<file path="src/rtl/uart_rx_ctrl_if.sv">
// ---------------------------------------------------------------------------
// uart_rx_ctrl_if
// Bundle of signals between the UART receive sequencer and its neighbours:
// the baud generator (tick), the serial line, the frame configuration and
// the frame result presented towards the RX FIFO.
//   master : the side that feeds the sequencer (tick, line, config)
//   slave  : the receive sequencer itself
// ---------------------------------------------------------------------------
interface uart_rx_ctrl_if #(
    parameter int DATA_BITS = 8
);
    // Inputs to the sequencer
    logic                 baud_tick;     // 1-CLK pulse, OVERSAMPLE per bit
    logic                 RX_in;         // raw serial line, idle high
    logic                 parity_en;     // frame carries a parity bit
    logic                 parity_odd;    // 1 = odd parity, 0 = even

    // Outputs from the sequencer
    logic [DATA_BITS-1:0] RX_out;        // last received data word
    logic                 RX_valid;      // 1-CLK frame-done strobe
    logic                 stop_error;    // stop bit sampled low
    logic                 parity_error;  // parity mismatch
    logic                 busy;          // not in IDLE

    modport master (
        output baud_tick,
        output RX_in,
        output parity_en,
        output parity_odd,
        input  RX_out,
        input  RX_valid,
        input  stop_error,
        input  parity_error,
        input  busy
    );

    modport slave (
        input  baud_tick,
        input  RX_in,
        input  parity_en,
        input  parity_odd,
        output RX_out,
        output RX_valid,
        output stop_error,
        output parity_error,
        output busy
    );
endinterface

</file>
<file path="src/rtl/uart_rx_ctrl.sv">
// ---------------------------------------------------------------------------
// uart_rx_ctrl
// Receive-side sequencer of the UART. The serial line is synchronised, a
// start bit is detected on the 16x (OVERSAMPLE) baud tick, and every bit is
// sampled at its middle. Data arrives LSB first, an optional parity bit is
// checked, then the stop bit. The finished frame is presented on RX_out with
// a single-cycle RX_valid strobe; a bad stop bit zeroes the presented word.
//
// Parameter range: DATA_BITS 5..8, OVERSAMPLE even and >= 8.
// ---------------------------------------------------------------------------
module uart_rx_ctrl #(
    parameter int DATA_BITS  = 8,
    parameter int OVERSAMPLE = 16
) (
    input  logic          CLK,
    input  logic          RST,     // asynchronous, active-low
    uart_rx_ctrl_if.slave bus
);

    // -----------------------------------------------------------------------
    // Local constants
    // -----------------------------------------------------------------------
    localparam int OS_W = $clog2(OVERSAMPLE);
    localparam int BC_W = (DATA_BITS > 1) ? $clog2(DATA_BITS) : 1;

    // Tick on which the start bit is at its middle (counting from detection)
    localparam logic [OS_W-1:0] OS_MID  = OS_W'(OVERSAMPLE / 2 - 1);
    // Last tick of a bit period; every later bit is sampled here, which
    // lands one full bit period after the previous mid-bit sample
    localparam logic [OS_W-1:0] OS_LAST = OS_W'(OVERSAMPLE - 1);
    localparam logic [OS_W-1:0] OS_ONE  = OS_W'(1);
    localparam logic [BC_W-1:0] BC_LAST = BC_W'(DATA_BITS - 1);
    localparam logic [BC_W-1:0] BC_ONE  = BC_W'(1);

    typedef enum logic [2:0] {
        ST_IDLE   = 3'd0,
        ST_START  = 3'd1,
        ST_DATA   = 3'd2,
        ST_PARITY = 3'd3,
        ST_STOP   = 3'd4
    } state_t;

    // -----------------------------------------------------------------------
    // Helpers
    // -----------------------------------------------------------------------
    // XOR-reduction of the received data word (1 = odd number of ones)
    function automatic logic f_data_parity(input logic [DATA_BITS-1:0] d);
        return ^d;
    endfunction

    // -----------------------------------------------------------------------
    // Signals
    // -----------------------------------------------------------------------
    logic                 r_sync_1;
    logic                 r_sync_2;
    logic                 w_rx_s;
    logic                 w_tick;

    state_t               r_state;
    logic [OS_W-1:0]      r_os_cnt;
    logic [BC_W-1:0]      r_bit_cnt;
    logic [DATA_BITS-1:0] r_shreg;
    logic                 r_par_en;      // parity_en held for the frame
    logic                 r_par_odd;     // parity_odd held for the frame
    logic                 r_par_err;     // parity result of this frame

    logic [DATA_BITS-1:0] r_rx_out;
    logic                 r_rx_valid;
    logic                 r_stop_error;
    logic                 r_parity_error;
    logic                 r_busy;

    assign w_rx_s = r_sync_2;
    assign w_tick = bus.baud_tick;

    // Two-flop synchroniser for the asynchronous serial line (idles high)
    always_ff @(posedge CLK or negedge RST) begin
        if (!RST) begin
            r_sync_1 <= 1'b1;
            r_sync_2 <= 1'b1;
        end else begin
            r_sync_1 <= bus.RX_in;
            r_sync_2 <= r_sync_1;
        end
    end

    // Frame sequencer: state, oversample/bit counters, shift register and
    // the registered frame result; everything advances only on baud_tick
    always_ff @(posedge CLK or negedge RST) begin
        if (!RST) begin
            r_state        <= ST_IDLE;
            r_os_cnt       <= '0;
            r_bit_cnt      <= '0;
            r_shreg        <= '0;
            r_par_en       <= 1'b0;
            r_par_odd      <= 1'b0;
            r_par_err      <= 1'b0;
            r_rx_out       <= '0;
            r_rx_valid     <= 1'b0;
            r_stop_error   <= 1'b0;
            r_parity_error <= 1'b0;
            r_busy         <= 1'b0;
        end else begin
            // Frame-done strobe lasts exactly one CLK
            r_rx_valid <= 1'b0;

            if (w_tick) begin
                case (r_state)
                    ST_IDLE: begin
                        if (!w_rx_s) begin
                            r_state  <= ST_START;
                            r_os_cnt <= '0;
                            r_busy   <= 1'b1;
                        end else begin
                            r_os_cnt <= '0;
                        end
                    end

                    ST_START: begin
                        if (r_os_cnt == OS_MID) begin
                            r_os_cnt <= '0;
                            if (w_rx_s) begin
                                // Line went back high: glitch, not a frame
                                r_state <= ST_IDLE;
                                r_busy  <= 1'b0;
                            end else begin
                                r_state   <= ST_DATA;
                                r_bit_cnt <= '0;
                                r_par_en  <= bus.parity_en;
                                r_par_odd <= bus.parity_odd;
                                r_par_err <= 1'b0;
                            end
                        end else begin
                            r_os_cnt <= r_os_cnt + OS_ONE;
                        end
                    end

                    ST_DATA: begin
                        if (r_os_cnt == OS_LAST) begin
                            r_os_cnt <= '0;
                            // LSB first: new bit enters at the MSB, shift right
                            r_shreg  <= {w_rx_s, r_shreg[DATA_BITS-1:1]};
                            if (r_bit_cnt == BC_LAST) begin
                                r_state <= r_par_en ? ST_PARITY : ST_STOP;
                            end else begin
                                r_bit_cnt <= r_bit_cnt + BC_ONE;
                            end
                        end else begin
                            r_os_cnt <= r_os_cnt + OS_ONE;
                        end
                    end

                    ST_PARITY: begin
                        if (r_os_cnt == OS_LAST) begin
                            r_os_cnt  <= '0;
                            r_par_err <= f_data_parity(r_shreg) ^ w_rx_s ^ r_par_odd;
                            r_state   <= ST_STOP;
                        end else begin
                            r_os_cnt <= r_os_cnt + OS_ONE;
                        end
                    end

                    ST_STOP: begin
                        if (r_os_cnt == OS_LAST) begin
                            r_os_cnt       <= '0;
                            r_state        <= ST_IDLE;
                            r_busy         <= 1'b0;
                            r_stop_error   <= ~w_rx_s;
                            r_parity_error <= r_par_en & r_par_err;
                            // A framing error must not leak a bogus word downstream
                            r_rx_out       <= w_rx_s ? r_shreg : '0;
                            r_rx_valid     <= 1'b1;
                        end else begin
                            r_os_cnt <= r_os_cnt + OS_ONE;
                        end
                    end

                    default: begin
                        // Unreachable encoding: recover to a clean idle
                        r_state  <= ST_IDLE;
                        r_os_cnt <= '0;
                        r_busy   <= 1'b0;
                    end
                endcase
            end
        end
    end

    assign bus.RX_out       = r_rx_out;
    assign bus.RX_valid     = r_rx_valid;
    assign bus.stop_error   = r_stop_error;
    assign bus.parity_error = r_parity_error;
    assign bus.busy         = r_busy;

endmodule

</file>
<file path="src/flat_wrapper.sv">
// flat-port wrapper written by rule: the top's interface ports become plain ports
module uart_rx_ctrl_flat 
#(
    parameter int DATA_BITS  = 8,
    parameter int OVERSAMPLE = 16
)
  (CLK, RST, bus_baud_tick, bus_RX_in, bus_parity_en, bus_parity_odd, bus_RX_out, bus_RX_valid, bus_stop_error, bus_parity_error, bus_busy);
  uart_rx_ctrl_if #(.DATA_BITS(DATA_BITS)) bus_i ();
  input  logic CLK;
  input  logic RST;
  input wire logic [$bits(bus_i.baud_tick)-1:0] bus_baud_tick;
  input wire logic [$bits(bus_i.RX_in)-1:0] bus_RX_in;
  input wire logic [$bits(bus_i.parity_en)-1:0] bus_parity_en;
  input wire logic [$bits(bus_i.parity_odd)-1:0] bus_parity_odd;
  output wire logic [$bits(bus_i.RX_out)-1:0] bus_RX_out;
  output wire logic [$bits(bus_i.RX_valid)-1:0] bus_RX_valid;
  output wire logic [$bits(bus_i.stop_error)-1:0] bus_stop_error;
  output wire logic [$bits(bus_i.parity_error)-1:0] bus_parity_error;
  output wire logic [$bits(bus_i.busy)-1:0] bus_busy;
  assign bus_i.baud_tick = bus_baud_tick;
  assign bus_i.RX_in = bus_RX_in;
  assign bus_i.parity_en = bus_parity_en;
  assign bus_i.parity_odd = bus_parity_odd;
  assign bus_RX_out = bus_i.RX_out;
  assign bus_RX_valid = bus_i.RX_valid;
  assign bus_stop_error = bus_i.stop_error;
  assign bus_parity_error = bus_i.parity_error;
  assign bus_busy = bus_i.busy;
  uart_rx_ctrl #(.DATA_BITS(DATA_BITS), .OVERSAMPLE(OVERSAMPLE)) u_core (.CLK(CLK), .RST(RST), .bus(bus_i));
endmodule
</file>
<file path="config.mk">
export PLATFORM = sky130hd
export DESIGN_NAME = uart_rx_ctrl_flat
export DESIGN_NICKNAME = d
export VERILOG_FILES = /design/src/rtl/uart_rx_ctrl_if.sv /design/src/rtl/uart_rx_ctrl.sv /design/src/flat_wrapper.sv
export SDC_FILE = /design/constraint.sdc
export NUM_CORES = 1
export LEC_CHECK = 0
export BUFFER_PORTS_ARGS = -buffer_cell sky130_fd_sc_hd__buf_2
export CAP_MARGIN = 20
export CORE_UTILIZATION = 52
export DETAILED_ROUTE_END_ITERATION = 6
export HOLD_SLACK_MARGIN = 0.03
export PLACE_DENSITY = 0.74
export SYNTH_ARGS = -nofsm -noshare
export SYNTH_HDL_FRONTEND = slang
export SYNTH_SLANG_ARGS = --single-unit
</file>
<file path="constraint.sdc">
create_clock -name CLK -period 1.75 [get_ports CLK]
set_input_delay 0.35 -clock CLK [delete_from_list [all_inputs] [get_ports CLK]]
set_output_delay 0.35 -clock CLK [all_outputs]
set_load 0.01 [all_outputs]
</file>
==> impl_metrics.tcl, run 1 <==
set metrics [dict create \
    first_pass_iters 4 \
    layout_min_cycle_time_ps 1700 \
    grt_max_degree 36 \
    num-nets-final 209 \
    startpoint "u_core.r_state[1]$_DFFE_PN0P_" \
    fp-row-count 21 \
    cts_root_buf "clkbuf_4" \
    fmax_mhz 587 \
    syn-cell-area_mm2 0.00180 \
    cp.required_ps 1970 \
    critPathMaxFanout 8 \
    yosysWarningCount 0 \
    utilization_pct 64.3 \
    cts_made_buffers 5 \
    async_flop_share_pct 100 \
    place_area_mm2 0.00198 \
    wl_per_cell_um 13.5 \
    area_delta_synth_final_pct 18.9 \
    antenna_found_initial 0 \
    report.final.slew_viol_count 0 \
    setup_tns_ps 0 \
    max_slew.worst_pin.slew_ps 439 \
    drc 0 \
    swShare_pct 35.8 \
    io_pins 18 \
    io_buffers 17 \
    start_util_pct 54.1 \
    cts_hold_buf 0 \
    clk_latency_ps 330 \
    crit_path_end "u_core.r_par_en$_DFFE_PN0P_" \
    overflow 0 \
    crit_type "reg -> reg" \
    grt_usage_pct 20.3 \
    cts.sinks 35 \
    syn-instance-count 165 \
    critPathArrivalTime_ps 1930 \
    dp_hpwl_um 2350 \
    intPower_uw 1680 \
    drive_above_1_share_pct 34.8 \
    fin_crit_sh_pct 97.4 \
    r2r_start "u_core.r_state[1]$_DFFE_PN0P_" \
    synth_area_per_cell_um2 10.9 \
    synth-seq-area-share_pct 48.7 \
    ys_seq_elements 35 \
    synth-edff-count 0 \
    syn-num-nets 174 \
    layout_commonest_cell "dfrtp_1" \
    ys_types 42 \
    power_switching_uw 938 \
    max-slew-margin-rel_pct 70.7 \
    ff2ff_path_depth 5 \
    grt_pass1_wl_um 5400 \
    antennaDiodeCount 0 \
    die_w_um 60.9 \
    hold_violations 0 \
    worst-r2r-setup-slack_ps 50 \
    power.density_mw_per_mm2 1220 \
    fin_skew_ps 15.1 \
    peakVddDrop_v 0.000720 \
    critPathLaunchType "register" \
    outcome "completed" \
    ant_nets 0 \
    rsz0062_at_grt "true" \
    clkPwrFrac_pct 16.1 \
    die_h_um 60.9 \
    final_cell_mix "30 x dfrtp_1, 23 x nand2_1, 20 x buf_4" \
    path_clk_slew_ps 110 \
    max_cap_violations 0 \
    ys.flop_type "dfrtp_1" \
    comb_power_share_pct 42.0 \
    routed_wl_um 3330 \
    die_area_mm2 0.00371 \
    power_leakage_uw 0.00103 \
    grt_pass1_vias 1172 \
    power_frac_seq_pct 41.9 \
    first_iter_violations 49 \
    htreeDepth 2 \
    timing.rr.end "u_core.r_par_en$_DFFE_PN0P_" \
    vias 1289 \
    finalInstanceArea_mm2 0.00215 \
    clockBufferDepth 2 \
    endpoint_kind "register" \
    gp_congestion 0.883 \
    hold_path.class "in -> async" \
    setup_viol 0 \
    core_area_mm2 0.00334 \
    cts_tree "built" \
    via_per_inst 5.22 \
]
-- through the flow --
| stage | setup WS, ps | power (µW) | hold WS [ps] | cells |
|---|---|---|---|---|
| 2_1_floorplan | 5.88 | 1810 | 54.4 | 165 |
| 6_report | 45.1 | 2620 | 30.6 | 247 |
| 3_3_place_gp | 54.2 | 2020 | 351 | 231 |
| 5_1_grt | -21.2 | 2790 | 52.4 | 247 |
| 4_1_cts | 10.2 | 2510 | 35.5 | 239 |
| 3_5_place_dp | 2.21 | 2070 | 350 | 231 |
-- power by group through the flow --
stage	Clock (µW)	Combinational, µW	Sequential [µW]
after global routing	465	1210	1120
after detailed placement	0	976	1100
after global placement	0	937	1090
after floorplan	0	794	1020
final	421	1100	1100
after CTS	436	988	1080
-- synth_stat cells (2+ instances only) --
master | count | area share, %
nor2_1 | 4 | 0.83
dfrtp_1 | 33 | 46
mux2_1 | 8 | 5.0
clkbuf_1 | 4 | 0.83
inv_1 | 11 | 2.3
buf_4 | 2 | 0.83
a21oi_1 | 6 | 1.7
dfstp_2 | 2 | 2.9
nor2b_1 | 2 | 0.69
mux2_4 | 2 | 1.7
and3_1 | 3 | 1.0
buf_6 | 2 | 1.2
buf_2 | 2 | 0.55
nand4_1 | 2 | 0.69
xor2_1 | 2 | 0.97
a21o_1 | 2 | 0.83
xnor2_1 | 6 | 2.9
o21ai_0 | 14 | 3.9
mux2_2 | 3 | 1.9
nand2_1 | 23 | 4.8
ha_1 | 3 | 2.1
o22ai_1 | 4 | 1.4
nor3_1 | 2 | 0.55
mux2i_1 | 5 | 2.8
-- final cells by class --
| type | count | area (µm²) |
|---|---|---|
| inverter | 11 | 41.3 |
| clock inverter | 2 | 13.8 |
| multi-input combinational | 109 | 855 |
| fill | 265 | 1190 |
| timing repair buffer | 38 | 255 |
| tap | 46 | 57.6 |
| sequential | 35 | 882 |
| clock buffer | 6 | 41.3 |
-- sequential cells by signal (all words and copies together) (netlist names) --
signal,cells
u_core.bus.RX_out,8
u_core.bus.RX_valid,1
u_core.bus.busy,1
u_core.bus.parity_error,1
u_core.bus.stop_error,1
u_core.r_bit_cnt,3
u_core.r_os_cnt,4
u_core.r_par_en,1
u_core.r_par_err,1
u_core.r_par_odd,1
u_core.r_shreg,8
u_core.r_state,3
u_core.r_sync_1,1
u_core.r_sync_2,1
-- logic make-up (layout without fill, tap and decap cells) --
kind of cell               after synthesis  count (layout)  synth area share, %
and+or+nand+nor                         48              48                 15.7
AOI/OAI and AO/OA                       31              31                 11.3
DFF                                     35              35                 48.7
buffers and inverters                   21              57                 5.76
xor gates and xnor gates                 9               9                 5.13
adders and majority gates                3               3                 2.08
muxes                                   18              18                 11.3
-- worst min-delay path by stage --
stage	to	start	slack (ps)
after CTS	u_core.r_shreg[4]$_DFFE_PN0P_	RST	40
final	u_core.r_shreg[4]$_DFFE_PN0P_	RST	30
after global placement	u_core.r_sync_2$_DFF_PN1_	u_core.r_sync_1$_DFF_PN1_	350
after global routing	u_core.r_par_odd$_DFFE_PN0P_	RST	50
after detailed placement	u_core.r_sync_2$_DFF_PN1_	u_core.r_sync_1$_DFF_PN1_	350
after floorplan	u_core.bus.RX_out[0]$_DFFE_PN0P_	RST	50
-- worst max-delay path, stage by stage (launching register included) --
cell     delay [ps]
dfrtp_2         470
buf_4           170
nor4b_4         250
buf_4           170
and3_1          200
mux2_2          340
-- routing by layer --
metal,vias up,GRT usage [%],part of all wire (%)
met3,2,6.82,3.4
met5,-,0,0
met1,632,26.0,48
met2,19,32.8,48
met4,0,5.84,0.57
li1,636,-,-
-- what timing repair did --
| item | CTS | global route |
|---|---|---|
| setup endpoints to repair | 8 | 16 |
| gates resized for setup | 3 | 8 |
| setup buffers | 0 | 8 |
| endpoints found under the hold margin | 0 | 0 |
| pin swaps | 1 | 5 |
Power figures use the tool's default switching activity.
==> run 2: changes to the inputs <==
==> constraint.sdc (replaced) <==
create_clock -name CLK -period 1.75 [get_ports CLK]
set_input_delay 0.0875 -clock CLK [delete_from_list [all_inputs] [get_ports CLK]]
set_output_delay 0.0875 -clock CLK [all_outputs]
set_load 0.01 [all_outputs]
==> run 2 against run 1 <==
Design area shrank 1.1%. Die area stayed put. Clock power grew 3%. Sequential power hardly changed. Global-route usage up 0.71 points. Sequential share of layout area is 0.40 points higher. Critical path type unchanged. Critical endpoint is now u_core.r_state[1]$_DFFE_PN0P_. Largest power group unchanged. Highest routed layer unchanged.
==> impl_metrics.tcl, run 2 (synthesis results as in run 1) <==
set metrics [dict create \
    core_area_mm2 0.00334 \
    die_area_mm2 0.00371 \
    htreeDepth 2 \
    crit_path_end "u_core.r_state[1]$_DFFE_PN0P_" \
    place_area_mm2 0.00197 \
    gp_congestion 0.887 \
    ff2ff_path_depth 6 \
    fmax_mhz 589 \
    fin_skew_ps 16.2 \
    via_per_inst 5.44 \
    r2r_start "u_core.r_os_cnt[1]$_DFFE_PN0P_" \
    first_pass_iters 4 \
    startpoint "u_core.r_os_cnt[1]$_DFFE_PN0P_" \
    power_leakage_uw 0.00102 \
    ant_nets 0 \
    report.final.slew_viol_count 0 \
    finalInstanceArea_mm2 0.00212 \
    num-nets-final 209 \
    outcome "completed" \
    crit_family "compound AO/OA/AOI/OAI gates" \
    multi_input_area_um2 836 \
    cp_cell_sequence "ha_2 > and3b_2 > nor2_4 > a2111oi_4 > buf_4 > mux2i_1" \
    setup_viol 0 \
    hold_path.class "in -> reg" \
    drc 0 \
    hold_violations 0 \
    pre_cts_ws_ps 6.88 \
    power_switching_uw 959 \
    grt_max_degree 36 \
    first_iter_violations 69 \
    dp_cells 230 \
    grt_pass1_wl_um 5440 \
    fin_crit_sh_pct 97.1 \
    power.density_mw_per_mm2 1230 \
    layout_commonest_cell "dfrtp_1" \
    io_pins 18 \
    grt_usage_pct 21.0 \
    fin_ws_ps 51.3 \
    ff_latch_area_um2 881 \
    max_cap_violations 0 \
    cts_made_buffers 5 \
    worst-r2r-setup-slack_ps 50 \
    grt_pass1_vias 1222 \
    cp.depth 6 \
    start_util_pct 54.1 \
    die_w_um 60.9 \
    dp_hpwl_um 2480 \
    area_delta_synth_final_pct 17.6 \
    power_frac_seq_pct 41.8 \
    timing.rr.end "u_core.r_state[1]$_DFFE_PN0P_" \
    antennaDiodeCount 0 \
    antenna_found_initial 0 \
    cp.required_ps 2020 \
    vias 1343 \
    clk_latency_ps 350 \
    crit_type "reg -> reg" \
    swShare_pct 36.7 \
    clockBufferDepth 2 \
    endpoint_kind "register" \
    routed_wl_um 3510 \
    critPathLaunchType "register" \
    layout_min_cycle_time_ps 1700 \
    fillers 262 \
    max_slew.worst_pin.slew_ps 749 \
    clkPwrFrac_pct 16.6 \
    critPathArrivalTime_ps 1970 \
    cpPeakStageDelay_ps 390 \
    fp-row-count 21 \
    slowest_stage "a2111oi_4" \
    max-slew-margin-rel_pct 50.1 \
    cts_tree "built" \
    fin_cells 247 \
    drive_above_1_share_pct 30.8 \
    final_cell_mix "31 x dfrtp_1, 23 x nand2_1, 17 x buf_2, 17 x buf_4, 14 x o21ai_0" \
    overflow 0 \
    intPower_uw 1660 \
    path_clk_slew_ps 100 \
    peakVddDrop_v 0.000689 \
    cts_root_buf "clkbuf_4" \
    io_buffers 17 \
    wl_per_cell_um 14.2 \
    comb_power_share_pct 41.6 \
    die_h_um 60.9 \
    cts.sinks 35 \
    worst-path-buf-inv 1 \
    critPathMaxFanout 4 \
    rsz0062_at_grt "true" \
]
==> run 2: repair_timing <==
action                                  4_1_cts  5_1_grt
resized for setup                             0        6
hold buffers                                  4        0
endpoints found under the setup margin        1       15
setup buffers                                 0        5
cloned                                        0        0
endpoints found under the hold margin        36        0
pin swaps                                     0        3
==> run 2: through the flow <==
stage	total power, µW	TNS, ps	hold WS, ps	util (%)
2_1_floorplan	1810	0	-208	-
6_report	2620	0	126	63.6
5_1_grt	2750	-134	126	63.6
3_3_place_gp	2020	0	187	59.2
3_5_place_dp	2080	0	202	59.2
4_1_cts	2520	-6.26	111	62.0
==> run 2: tightest hold or removal path, cell delays in order <==
cell     delay (ps)
buf_2           190
nand2_1         100
o22ai_1          60
==> run 2: power groups by stage <==
stage          clock (µW)  combinational (µW)  sequential [µW]
2_1_floorplan           0                 794             1020
3_3_place_gp            0                 935             1090
3_5_place_dp            0                 979             1100
4_1_cts               448                 990             1080
5_1_grt               483                1160             1110
6_report              434                1090             1090
==> run 2: layer usage <==
metal	global-route usage, %	vias to the layer above	share of wire [%]
met2	35.8	46	50
met3	5.76	6	4.4
met5	0	-	0
met1	24.1	656	44
met4	10.7	0	1.9
li1	-	635	-
==> run 2: how the worst min path moves through the flow <==
stage	cells past startpoint	from	endpoint	slack (ps)
after floorplan	0	RST	u_core.bus.RX_out[0]$_DFFE_PN0P_	-210
after global placement	1	RST	u_core.r_state[2]$_DFFE_PN0P_	190
after detailed placement	1	RST	u_core.r_state[2]$_DFFE_PN0P_	200
after CTS	3	bus_baud_tick	u_core.r_os_cnt[1]$_DFFE_PN0P_	110
after global routing	3	bus_baud_tick	u_core.r_os_cnt[1]$_DFFE_PN0P_	130
final	3	bus_baud_tick	u_core.r_os_cnt[1]$_DFFE_PN0P_	130
==> run 2: area by class of cell <==
cell class                 count  share of cell area [%]
sequential                    35                    41.5
inverter                      11                    1.95
timing repair buffer          38                    11.9
clock inverter                 2                   0.590
tap                           46                    2.71
clock buffer                   6                    1.95
multi-input combinational    109                    39.4
==> run 3: changes to the inputs <==
clock period = 1.37 ns   (was 1.75 ns; I/O delays follow)
==> run 3 against run 2 <==
The flow now finishes with violations (negative setup slack). Die area is the same. Sequential share of layout area is 7.8 points lower. Design area increased by 23%. Flip-flop and latch count unchanged. Critical path type unchanged.
==> impl_metrics.tcl, run 3 (synthesis results as in run 1) <==
set metrics [dict create \
    hold_violations 0 \
    antennaDiodeCount 0 \
    die_area_mm2 0.00371 \
    critPathMaxFanout 5 \
    cts_made_buffers 5 \
    whs_ps 97.9 \
    final_cell_mix "34 x buf_4, 31 x dfrtp_1, 17 x buf_2" \
    fin_crit_sh_pct 123 \
    peakVddDrop_v 0.00117 \
    worst-r2r-setup-slack_ps -320 \
    endpoint_kind "register" \
    core_area_mm2 0.00334 \
    max_cap_violations 0 \
    cts.sinks 35 \
    num-nets-final 242 \
    max_slew.worst_pin.slew_ps 432 \
    layout_commonest_cell "buf_4" \
    clockBufferDepth 2 \
    fmax_mhz 591 \
    fp-row-count 21 \
    gp_congestion 0.848 \
    report.final.slew_viol_count 0 \
    vias 1530 \
    routed_wl_um 4800 \
    drc 0 \
    wl_per_cell_um 17.1 \
    crit_type "reg -> reg" \
    fin_skew_ps 12.5 \
    drive_above_1_share_pct 48.7 \
    fin_ws_ps -321 \
    max-slew-margin-rel_pct 71.2 \
    clk_latency_ps 340 \
    grt_usage_pct 23.3 \
    first_iter_violations 71 \
    dp_hpwl_um 2720 \
    outcome "finished, violations left" \
    pre_cts_ws_ps -338 \
    rsz0062_at_grt "true" \
    critPathArrivalTime_ps 1950 \
    power_leakage_uw 0.00125 \
    area_delta_synth_final_pct 45.0 \
    violations "negative setup slack" \
    via_per_inst 5.46 \
    cts_tree "built" \
    hold_path.class "in -> reg" \
    critPathLaunchType "register" \
    cts_root_buf "clkbuf_4" \
    setup_viol 33 \
    grt_pass1_vias 1315 \
    htreeDepth 2 \
    start_util_pct 54.1 \
    power.density_mw_per_mm2 1700 \
    power_uw 4450 \
    path_clk_slew_ps 110 \
    cp.required_ps 1630 \
    io_buffers 17 \
    setup_tns_ps -7880 \
    overflow 0 \
    antenna_found_initial 0 \
    fillers 217 \
    first_pass_iters 4 \
    die_w_um 60.9 \
    ant_nets 0 \
    die_h_um 60.9 \
    layout_min_cycle_time_ps 1690 \
    io_pins 18 \
    grt_pass1_wl_um 6170 \
    grt_max_degree 36 \
]
[run 3: changes by cell type in the layout (fill, tap and decap cells not counted), moves of 7 or more]
cell,change
buf_4,+17
buf_6,+12
nand2_1,-8
nand2_2,+7
o21ai_0,-11
o21ai_1,+8
[run 3: through the flow]
stage	util, %	std cells	instance area (µm²)
floorplan	-	165	1850
global placement	65.4	253	2180
detailed placement	65.4	253	2180
CTS	71.2	269	2380
global route	78.4	280	2620
finish	78.4	280	2620
[run 3: layout make-up]
type | instances | area [µm²] | area share, %
Sequential cell | 35 | 881 | 33.7
Tap cell | 46 | 57.6 | 2.20
Inverter | 11 | 41.3 | 1.58
Multi-Input combinational cell | 109 | 945 | 36.1
Timing Repair Buffer | 71 | 591 | 22.6
Clock inverter | 2 | 60.1 | 2.30
Clock buffer | 6 | 41.3 | 1.58
[run 3: worst max-delay path: stages, from the launching register on]
cell,delay [ps]
dfrtp_1,450
buf_6,160
nor2_1,180
a21oi_2,80
a2111oi_4,380
buf_4,190
mux2i_1,180
[run 3: timing repair]
item / 4_1_cts / 5_1_grt
pin swaps: 3 / 11
endpoints found under the setup margin: 33 / 33
buffers inserted: 4 / 9
hold endpoints to repair: 36 / 0
resized for setup: 8 / 41
gates cloned: 0 / 3
hold buffers: 4 / 0
[run 3: path summary, 6_finish.rpt]
kind | start | end | cells past startpoint
max in group asynchronous | RST | u_core.r_state[0]$_DFFE_PN0P_ | 3
hold reg to reg | u_core.r_sync_1$_DFF_PN1_ | u_core.r_sync_2$_DFF_PN1_ | 0
setup / recovery | u_core.r_state[1]$_DFFE_PN0P_ | u_core.r_state[1]$_DFFE_PN0P_ | 6
setup reg to reg | u_core.r_state[1]$_DFFE_PN0P_ | u_core.r_state[1]$_DFFE_PN0P_ | 6
hold / removal | bus_baud_tick | u_core.r_par_err$_DFFE_PN0P_ | 3
min in group asynchronous | RST | u_core.bus.RX_valid$_DFF_PN0_ | 3
[run 3: power breakdown]
group	switching, µW	internal, µW	leakage [µW]
sequential	187	1190	0.000470
combinational	960	1180	0.000731
clock	360	570	0.0000525
total	1510	2950	0.00125
[run 3: layer usage]
layer	GRT usage, %	share of wire [%]	wire length, µm	vias to the layer above
met5	0	0	0	-
met4	8.12	2.8	133	0
met3	6.61	5.5	262	16
met2	37.7	53	2560	63
met1	30.2	38	1850	747
li1	-	-	-	704
